[config.mk]
export PLATFORM = sky130hd
export DESIGN_NAME = vmem_arbiter
export DESIGN_NICKNAME = d
export VERILOG_FILES = /design/src/rtl/vmem_arbiter.sv
export SDC_FILE = /design/constraint.sdc
export NUM_CORES = 1
export LEC_CHECK = 0
export ABC_AREA = 1
export CAP_MARGIN = 5
export CORE_MARGIN = 5
export CORE_UTILIZATION = 25
export DETAILED_ROUTE_END_ITERATION = 7
export DONT_BUFFER_PORTS = 1
export GPL_ROUTABILITY_DRIVEN = 1
export PLACE_DENSITY_LB_ADDON = 0.15
export SETUP_SLACK_MARGIN = 0.02
export SLEW_MARGIN = 5
export SYNTH_ARGS = -nofsm -noshare
export SYNTH_HDL_FRONTEND = slang
export SYNTH_SLANG_ARGS = --single-unit
[constraint.sdc]
create_clock -name clk -period 3.4 [get_ports clk]
set_clock_uncertainty 0.15 [all_clocks]
set_input_delay 0.34 -clock clk [delete_from_list [all_inputs] [get_ports clk]]
set_output_delay 0.34 -clock clk [all_outputs]
set_load 0.01 [all_outputs]
[src/rtl/vmem_arbiter.sv]
// vmem_arbiter: shares a single-port framebuffer RAM between VGA scan-out
// reads and queued pixel writes. Scan reads own the port during active
// video. Pixel writes wait in a small FIFO and drain one per blanking cycle.
module vmem_arbiter #(
    parameter int DEPTH  = 4,
    parameter int DATA_W = 24
) (
    input  logic                       clk,
    input  logic                       rst,
    input  logic                       vga_valid,
    input  logic [9:0]                 vga_h_addr,
    input  logic [8:0]                 vga_v_addr,
    output logic [DATA_W-1:0]          vga_data,
    input  logic                       wr_valid,
    output logic                       wr_ready,
    input  logic [9:0]                 wr_h_addr,
    input  logic [8:0]                 wr_v_addr,
    input  logic [DATA_W-1:0]          wr_data,
    output logic [18:0]                mem_addr,
    output logic                       mem_we,
    output logic [DATA_W-1:0]          mem_wdata,
    input  logic [DATA_W-1:0]          mem_rdata,
    output logic [$clog2(DEPTH):0]     fifo_count,
    output logic [1:0]                 state
);

    localparam int PTR_W  = $clog2(DEPTH);
    localparam int CNT_W  = PTR_W + 1;
    localparam int ADDR_W = 19;
    localparam int ENT_W  = ADDR_W + DATA_W;

    localparam logic [1:0] ST_IDLE  = 2'd0;
    localparam logic [1:0] ST_SCAN  = 2'd1;
    localparam logic [1:0] ST_DRAIN = 2'd2;

    // Entry layout: {v_addr, h_addr, data}, so the top 19 bits are the RAM address.
    logic [ENT_W-1:0]  fifo_mem [DEPTH];
    logic [PTR_W-1:0]  wr_ptr_reg;
    logic [PTR_W-1:0]  rd_ptr_reg;
    logic [CNT_W-1:0]  count_reg;
    logic [CNT_W-1:0]  count_next;
    logic [1:0]        state_reg;
    logic [1:0]        state_next;
    logic              rd_pend_reg;

    logic              fifo_full;
    logic              fifo_empty;
    logic              push;
    logic              pop;
    logic [ENT_W-1:0]  head;

    assign fifo_full  = (count_reg == CNT_W'(DEPTH));
    assign fifo_empty = (count_reg == '0);
    // Not ready while reset is held, so nothing is accepted into a FIFO being cleared.
    assign wr_ready   = !fifo_full && !rst;
    assign push       = wr_valid && wr_ready;
    assign pop        = mem_we;
    // Head is read combinationally so a push at edge t can be written in cycle t+1.
    assign head       = fifo_mem[rd_ptr_reg];

    // Port arbitration: active video always wins, writes only during blanking.
    always_comb begin
        mem_addr  = '0;
        mem_we    = 1'b0;
        mem_wdata = '0;
        if (!fifo_empty) begin
            mem_wdata = head[DATA_W-1:0];
        end
        if (vga_valid) begin
            mem_addr = {vga_v_addr, vga_h_addr};
        end else if (!fifo_empty) begin
            mem_addr = head[ENT_W-1:DATA_W];
            mem_we   = 1'b1;
        end
    end

    // Occupancy and informational state for the coming cycle.
    always_comb begin
        count_next = count_reg + CNT_W'(push) - CNT_W'(pop);
        if (vga_valid) begin
            state_next = ST_SCAN;
        end else if (count_next != '0) begin
            state_next = ST_DRAIN;
        end else begin
            state_next = ST_IDLE;
        end
    end

    // FIFO storage; contents need no reset because the count qualifies them.
    always_ff @(posedge clk) begin
        if (push) begin
            fifo_mem[wr_ptr_reg] <= {wr_v_addr, wr_h_addr, wr_data};
        end
    end

    // Pointers, count, state and read-pending flag; reset discards the queue.
    always_ff @(posedge clk or posedge rst) begin
        if (rst) begin
            wr_ptr_reg  <= '0;
            rd_ptr_reg  <= '0;
            count_reg   <= '0;
            state_reg   <= ST_IDLE;
            rd_pend_reg <= 1'b0;
        end else begin
            if (push) begin
                wr_ptr_reg <= wr_ptr_reg + PTR_W'(1);
            end
            if (pop) begin
                rd_ptr_reg <= rd_ptr_reg + PTR_W'(1);
            end
            count_reg   <= count_next;
            state_reg   <= state_next;
            rd_pend_reg <= vga_valid;
        end
    end

    // RAM read data belongs to the scan address issued one cycle earlier.
    assign vga_data   = rd_pend_reg ? mem_rdata : '0;
    assign fifo_count = count_reg;
    assign state      = state_reg;

endmodule
==> run summary, run 1 <==
Top Ports: 164
Slew HR: 52.7%
DR pass1 iterations: 4
PD cells: 781 nW/um2
Syn nets: 757
Final setup viols: 0
Synth-to-layout area growth: 20.0%
Yosys cell types: 19
HP Class: input port to flip-flop
Hold_ws: 0.130 ns
Largest net degree at the start of global routing: 56
Dpl hpwl: 11200 um
Row count: 63
Most frequent cells in the layout: 172 x edfxtp_1, 153 x nand2_1, 101 x nor2_1
Ys async rst share: 4.97%
Required @ worst endpoint: 2.91 ns
Max-slew violation count: 0
IO Port Bufs: 0
Die W: 183 um
TritonCTS Buffers: 17
Sequential area share after synthesis: 71.6%
Core area: 29600 um2
Antenna Nets Post-Route: 0
Wire per inst: 17.7 um
EDFF count, synth: 172
Post_cts resized: 0
Final nets: 798
DRT Wirelength: 19500 um
Seq cells post-synth: 181
Vias per cell: 4.34
Root Buffer Master: clkbuf_16
Crit path max fanout: 55
VDD IR max: 0.000322 V
Mean area per synthesized cell: 11.4 um2
H-tree Lvls: 4
Largest register by flop count: fifo_mem
Vias in the first global route: 4934
Multi-input logic area: 1770 um2
Die height: 183 um
Worst-Skew Late Latency: 0.42 ns
First-pass GRT wire length: 29300 um
CTS tree: done
Sum Neg Setup Slack: 0 ns
Slew @ Worst Pin: 0.709 ns
Fill cell count: 2990
Routability cong.: 0.721
Effective utilization at floorplan: 25.4%
Gr ovfl total: 0
Antenna violations before repair: 1
Sequential cell area: 5400 um2
Clk pin slew, worst setup/hold paths: 0.08 ns
Final Power: 7.04 mW
Clock sink total: 181
Final hold viol count: 0
# Max-Cap Violations: 0
Synth warnings: 0
Die area: 33700 um2
Syn Std Cell Area: 7520 um2
Commonest non-fill, non-tap cell in the layout: edfxtp_1
RSZ-0062 raised after global routing: no
Share of layout cells above drive strength 1: 7.56%
Status: finished, final reports clean
Ys flop type: edfxtp_1
Post-CTS Setup Inserts: 0
GRT Total Usage: 11.6%
Critical Path AT: 2.26 ns
Peak Freq: 363 MHz
Cell count after synthesis: 660
DRC: 0
Final min period: 2.75 ns
Element type at the critical path start: flip-flop
Critical Path Sink Type: output pin
Crit share post-route: 81.0%
Via count: 4800
Drt initial violations: 181
Leak: 3.33 nW
Clk buf depth: 2
WS Path Type: flip-flop to output pin
Largest register FFs: 172
cell families after synthesis:
group / share of synthesized area, %
and+or+nand+nor: 16.9
DFF: 71.6
buffers and inverters: 5.19
AOI/OAI and AO/OA: 4.97
adders and majority gates: 1.26
cell usage after synthesis, types with 4 or more instances:
| master | n | share of area [%] |
|---|---|---|
| clkbuf_2 | 4 | 0.27 |
| nand2_1 | 153 | 7.6 |
| o21ai_0 | 32 | 2.1 |
| buf_4 | 8 | 0.80 |
| buf_2 | 15 | 1.0 |
| o21ai_1 | 17 | 1.1 |
| ha_1 | 6 | 1.0 |
| dfrtp_1 | 9 | 3.0 |
| inv_1 | 40 | 2.0 |
| nand3_1 | 61 | 4.1 |
| buf_6 | 5 | 0.75 |
| edfxtp_1 | 172 | 69 |
| clkbuf_1 | 5 | 0.25 |
| nor2_1 | 105 | 5.2 |
| a21oi_1 | 24 | 1.6 |
cell type report:
type	count	share of cell area, %
antenna	1	0.0277
clock buffer	17	4.71
clock inverter	15	1.79
inverter	42	1.77
multi-input combinational	400	19.6
sequential	181	59.8
tap	390	5.41
timing repair buffer	59	6.88
what timing repair did:
| action | in CTS | in global routing |
|---|---|---|
| hold buffers | 46 | 0 |
| endpoints found under the setup margin | 0 | 0 |
| hold endpoints to repair | 185 | 0 |
critical path, cell delays in order (launching register included):
cell and delay [ns]:
dfrtp_4 0.63, inv_4 0.50, buf_12 0.28, nand2_1 0.07, nand3_1 0.07, nand3_1 0.12, nand2_1 0.15
worst paths after layout:
kind | start | endpoint | slack, ns | cells after the start
max in group asynchronous | rst | rd_ptr_reg[0] | 2.57 | 2
min reg2reg | wr_ptr_reg[0] | wr_ptr_reg[0] | 0.41 | 2
max | rd_ptr_reg[0] | mem_addr[4] | 0.65 | 6
min | wr_valid | wr_ptr_reg[0] | 0.13 | 4
max reg2reg | fifo_count[1] | state[1] | 0.75 | 12
min in group asynchronous | rst | state[0] | 0.22 | 2
routing by layer:
layer	share of wire, %	global-route usage, %
met1	44	14.2
met2	50	20.3
met3	5.4	2.79
met4	1.1	3.34
met5	0	0
per-stage QoR:
step	worst slack, ns	cells	utilization, %	instance area [um2]
after floorplan	0.0569	660	-	7520
after global placement	0.785	1026	26.9	7980
after detailed placement	0.754	1026	26.9	7980
after CTS	0.525	1104	30.4	9020
after global routing	0.415	1105	30.5	9030
final	0.646	1105	30.5	9030
power breakdown:
group / switching, mW / leakage, nW / internal (mW)
clock network: 0.936 / 0.281 / 0.986
logic: 1.62 / 1.39 / 0.630
registers: 0.150 / 1.67 / 2.72
Note: power is estimated with default switching activity, not from simulation.
==> run 2: changes to the inputs <==
==> constraint.sdc (replaced) <==
create_clock -name clk -period 2.7 [get_ports clk]
set_clock_uncertainty 0.15 [all_clocks]
set_input_delay 0.27 -clock clk [delete_from_list [all_inputs] [get_ports clk]]
set_output_delay 0.27 -clock clk [all_outputs]
set_load 0.01 [all_outputs]
==> run 2 against run 1 <==
  * Largest power group unchanged
  * Register-to-register slack got worse by 0.53 ns
  * Global-route usage barely moved
  * Hold slack lost 0.11 ns
==> run summary, run 2 (synthesis gave the netlist of run 1 again) <==
Status: finished, final reports clean
GRT Total Usage: 11.6% (+0.047 points)
Largest net degree at the start of global routing: 44 (-21%)
WS Path Type: flip-flop to flip-flop
Die height: 183 um (unchanged)
Slew HR: 52.3% (-0.44 points)
Clk buf depth: 2 (unchanged)
TritonCTS Buffers: 17 (unchanged)
H-tree Lvls: 4 (unchanged)
Largest register by flop count: fifo_mem
Inst Count DP: 1033 (+0.68%)
Required @ worst endpoint: 2.87 ns (-0.04 ns)
CTS tree: done
Slew @ Worst Pin: 0.716 ns (+0.00666 ns)
Die W: 183 um (unchanged)
Critical Path AT: 2.64 ns (+0.38 ns)
Top Ports: 164 (unchanged)
Largest register FFs: 172 (unchanged)
Peak Freq: 404 MHz
Worst reg2reg path depth: 12 (unchanged)
Vias in the first global route: 5053 (+2.4%)
RSZ-0062 raised after global routing: no
R2R setup slack: 0.22 ns (-0.53 ns)
Die area: 33700 um2 (unchanged)
# Max-Cap Violations: 0 (unchanged)
Effective utilization at floorplan: 25.4% (unchanged)
Dpl hpwl: 11700 um (+4.7%)
Hold_ws: 0.0242 ns (-0.106 ns)
Drt initial violations: 211 (+17%)
Clock sink total: 181 (unchanged)
Crit path max fanout: 4 (-93%)
Most frequent cells in the layout: 172 x edfxtp_1, 153 x nand2_1, 101 x nor2_1
Final min period: 2.48 ns
Final nets: 806 (+1.0%)
Antenna Nets Post-Route: 0 (unchanged)
Row count: 63 (unchanged)
IO Port Bufs: 0 (unchanged)
Vias per cell: 4.42 (+1.8%)
VDD IR max: 0.000325 V (+0.75%)
Share of layout cells above drive strength 1: 8.73% (+1.2 points)
Antenna violations before repair: 2 (+1)
Wire per inst: 17.7 um (+0.48%)
Clk pin slew, worst setup/hold paths: 0.07 ns (about the same)
DRT Wirelength: 19800 um (+1.3%)
Final std cells w/o fill: 1114 (+0.81%)
Worst-Skew Late Latency: 0.42 ns (about the same)
PD cells: 1000 nW/um2 (+28%)
Finished Core Util: 30.7% (+0.29 points)
Root Buffer Master: clkbuf_16
Worst hold path depth: 4 (unchanged)
Final Power: 9.13 mW (+30%)
Final hold viol count: 0 (unchanged)
Synth-to-layout area growth: 21.1%
Via count: 4926 (+2.6%)
Commonest non-fill, non-tap cell in the layout: edfxtp_1
HP Class: input port to flip-flop
Core area: 29600 um2 (unchanged)
Element type at the critical path start: flip-flop
First-pass GRT wire length: 29500 um (+0.73%)
Max-slew violation count: 0 (unchanged)
Critical Path Sink Type: flip-flop
Final setup viols: 0 (unchanged)
DRC: 0 (unchanged)
DR pass1 iterations: 4 (unchanged)
Gr ovfl total: 0 (unchanged)
Leak: 3.40 nW (+1.9%)
Routability cong.: 0.716 (-0.69%)
Fill cell count: 2971 (-0.64%)
Crit share post-route: 91.7%
-- run 2: cell types whose count changed in the layout (fill, tap and decap cells not counted), moves of 2 or more --
| cell | before | now |
|---|---|---|
| inv_6 | 4 | 6 |
| clkinv_8 | 3 | 1 |
| buf_4 | 8 | 15 |
| clkinvlp_4 | 2 | 0 |
| buf_6 | 0 | 2 |
| bufinv_16 | 0 | 2 |
-- run 2: path summary, 6_finish.rpt --
kind                               start            end
setup / recovery           fifo_count[1]       state[1]
min in group asynchronous            rst  wr_ptr_reg[0]
hold reg to reg            wr_ptr_reg[0]  wr_ptr_reg[0]
hold / removal                       rst  wr_ptr_reg[0]
max in group asynchronous            rst  rd_ptr_reg[0]
setup reg to reg           fifo_count[1]       state[1]
-- run 2: metrics by stage --
stage          instance area [um2]  setup WS, ns  TNS [ns]
2_1_floorplan                 7520        -0.643   -110.62
3_3_place_gp                  8020         0.314         0
3_5_place_dp                  8020         0.222         0
4_1_cts                       9090        0.0406         0
5_1_grt                       9110        0.0490         0
6_report                      9110         0.224         0
-- run 2: what timing repair did --
item | in CTS | in global routing
endpoints found under the setup margin | 0 | 11
hold endpoints to repair | 187 | 0
gates resized for setup | 0 | 2
setup buffers | 0 | 1
hold buffers | 46 | 0
-- run 2: area by class of cell --
type	instances	area, um2	share of cell area [%]
Tap cell	390	488	5.36
Clock inverter	15	185	2.03
Antenna cell	2	5.00	0.0549
Timing Repair Buffer	67	676	7.42
Clock buffer	17	425	4.67
Sequential cell	181	5400	59.2
Inverter	42	160	1.76
Multi-Input combinational cell	400	1780	19.5
-- run 2: per-layer routing --
layer	share of wire (%)	up-vias	global-route usage (%)
met5	0	-	0
met4	0.91	0	3.10
met3	6.4	13	3.34
met2	50	145	19.7
met1	43	2430	14.5
li1	-	2338	-
-- run 2: critical path: stages (launching register included) --
cell and delay, ns:
dfrtp_1 0.45, nor2_1 0.19, nand2_1 0.10, nand2_1 0.11, inv_1 0.07, ha_1 0.28
inv_1 0.05, ha_1 0.20, fa_1 0.49, nor2_1 0.12, nand3_1 0.08, nand2_1 0.06
inv_1 0.03
-- run 2: report_power, final --
group          leakage [nW]  switching, mW  internal, mW
Sequential             1.67          0.183          3.42
Combinational          1.43           2.09         0.874
Clock                 0.302           1.15          1.41
Total                  3.40           3.42          5.71
==> run 3: changes to the inputs <==
==> constraint.sdc (replaced) <==
create_clock -name clk -period 2.7 [get_ports clk]
set_clock_uncertainty 0.15 [all_clocks]
set_input_delay 0.27 -clock clk [delete_from_list [all_inputs] [get_ports clk]]
set_output_delay 0.27 -clock clk [all_outputs]
set_load 0.005 [all_outputs]
==> run 3 against run 2 <==
  * Cell area decreased by 0.40%
  * Sequential share of layout area grew 0.24 points
  * Non-clock buffer count is 5 lower
  * Wire length is 3.2% lower
  * Clock power about the same
  * Via count shrank 1.7%
==> run summary, run 3 (synthesis gave the netlist of run 1 again) <==
Most frequent cells in the layout: 172 x edfxtp_1, 153 x nand2_1, 101 x nor2_1
Largest register by flop count: fifo_mem
DRT Wirelength: 19100 um (-3.2%)
Met2 usage: 19.8% (+0.074 points)
Effective utilization at floorplan: 25.4% (unchanged)
TritonCTS Buffers: 17 (unchanged)
Via count: 4841 (-1.7%)
Final std cells w/o fill: 1107 (-0.63%)
Critical Path Max Stage Delay: 0.48 ns (about the same)
Peak Freq: 407 MHz (+0.88%)
CTS tree: done
# Max-Cap Violations: 0 (unchanged)
Finished Core Util: 30.6% (-0.12 points)
Post_cts resized: 0 (unchanged)
Required @ worst endpoint: 2.86 ns (about the same)
Synth-to-layout area growth: 20.6%
H-tree Lvls: 4 (unchanged)
PD cells: 973 nW/um2 (-2.9%)
First-pass GRT wire length: 28800 um (-2.4%)
Row count: 63 (unchanged)
Status: finished, final reports clean
Largest register FFs: 172 (unchanged)
Root Buffer Master: clkbuf_16
Crit path max fanout: 4 (unchanged)
DR pass1 iterations: 4 (unchanged)
Max-slew violation count: 0 (unchanged)
Clk pin slew, worst setup/hold paths: 0.07 ns (about the same)
IO Port Bufs: 0 (unchanged)
Wire per inst: 17.3 um (-2.5%)
Final setup viols: 0 (unchanged)
Antenna violations before repair: 2 (unchanged)
Slew HR: 55.8% (+3.5 points)
Gr busiest metal: met2
Final nets: 801 (-0.62%)
Routability cong.: 0.706 (-1.4%)
Core area: 29600 um2 (unchanged)
Fin area: 9070 um2 (-0.40%)
GRT Total Usage: 11.2% (-0.44 points)
CP Buf/Inv Count: 3 (unchanged)
Die W: 183 um (unchanged)
Worst path slowest cell: fa_1
HP Class: input port to flip-flop
Element type at the critical path start: flip-flop
Final hold viol count: 0 (unchanged)
Sum Neg Setup Slack: 0 ns (unchanged)
Final Power: 8.83 mW (-3.3%)
Die height: 183 um (unchanged)
WS Path Type: flip-flop to flip-flop
Crit share post-route: 90.9% (-0.80 points)
Commonest non-fill, non-tap cell in the layout: edfxtp_1
Inst Count DP: 1029 (-0.39%)
Leak: 3.36 nW (-1.2%)
Gr ovfl total: 0 (unchanged)
Die area: 33700 um2 (unchanged)
Post-route worst setup slack: 0.246 ns (+0.0217 ns)
Slew @ Worst Pin: 0.663 ns (-0.0530 ns)
Critical Path AT: 2.62 ns (-0.02 ns)
Largest net degree at the start of global routing: 88 (+100%)
Area after DPL: 8010 um2 (about the same)
Hold_ws: 0.0857 ns (+0.0615 ns)
DRC: 0 (unchanged)
Final min period: 2.45 ns (-0.0217 ns)
RSZ-0062 raised after global routing: no
Critical Path Sink Type: flip-flop
VDD IR max: 0.000344 V (+5.9%)
Fill cell count: 3030 (+2.0%)
Placement Setup Slack: 0.263 ns (+0.0408 ns)
Share of layout cells above drive strength 1: 7.54% (-1.2 points)
Worst path cell trace: nor2_1 > nand2_1 > nand2_1 > inv_1 > ha_1 > inv_1 > ha_1 > fa_1 > nor2_1 > nand3_1 > nand2_1 > inv_1
Clk buf depth: 2 (unchanged)
Vias in the first global route: 5041 (-0.24%)
Grt met3 use: 2.93% (-0.42 points)
Vias per cell: 4.37 (-1.1%)
Dpl hpwl: 11200 um (-4.8%)
M1 GR Usage: 13.5% (-1.1 points)
CP delay by family, top: adder cells
Worst-Skew Late Latency: 0.41 ns (about the same)
Clock sink total: 181 (unchanged)
Post-CTS Setup Inserts: 0 (unchanged)
Drt initial violations: 177 (-16%)
Top Ports: 164 (unchanged)
Antenna Nets Post-Route: 0 (unchanged)
==> run 3: final timing paths <==
path,start,cells after the start,endpoint,slack [ns]
setup / recovery,fifo_count[1],12,state[1],0.25
hold / removal,wr_valid,4,wr_ptr_reg[1],0.09
setup reg to reg,fifo_count[1],12,state[1],0.25
hold reg to reg,wr_ptr_reg[1],2,wr_ptr_reg[1],0.39
max in group asynchronous,rst,2,rd_ptr_reg[0],1.96
min in group asynchronous,rst,2,fifo_count[2],0.15
==> run 3: layout make-up <==
cell class / count / area, um2 / share of cell area (%)
flip-flops and latches: 181 / 5400 / 59.5
multi-input cells: 400 / 1770 / 19.5
repair buffers: 62 / 656 / 7.22
well taps: 390 / 488 / 5.38
clock buffers: 18 / 429 / 4.73
clock inverters: 13 / 171 / 1.89
inverters: 42 / 160 / 1.76
diodes: 1 / 2.50 / 0.0276
==> run 3: report_power, final <==
group	switching, mW	total (mW)	internal (mW)
logic	1.91	2.75	0.841
registers	0.122	3.55	3.42
clock network	1.06	2.53	1.47
==> run 3: metal layers <==
layer	vias to the layer above	share of wire [%]
met5	-	0.068
met4	2	1.1
met3	14	5.8
met2	141	50
met1	2363	43
li1	2321	-
==> run 3: timing repair <==
item | 4_1_cts | 5_1_grt
hold endpoints to repair | 186 | 0
endpoints found under the setup margin | 0 | 0
hold buffers | 46 | 0
==> run 3: tightest hold or removal path, delay by kind of cell <==
family | cells | cell delay, ns
AND/OR/NAND/NOR | 3 | 0.16
buffers and inverters | 1 | 0.18
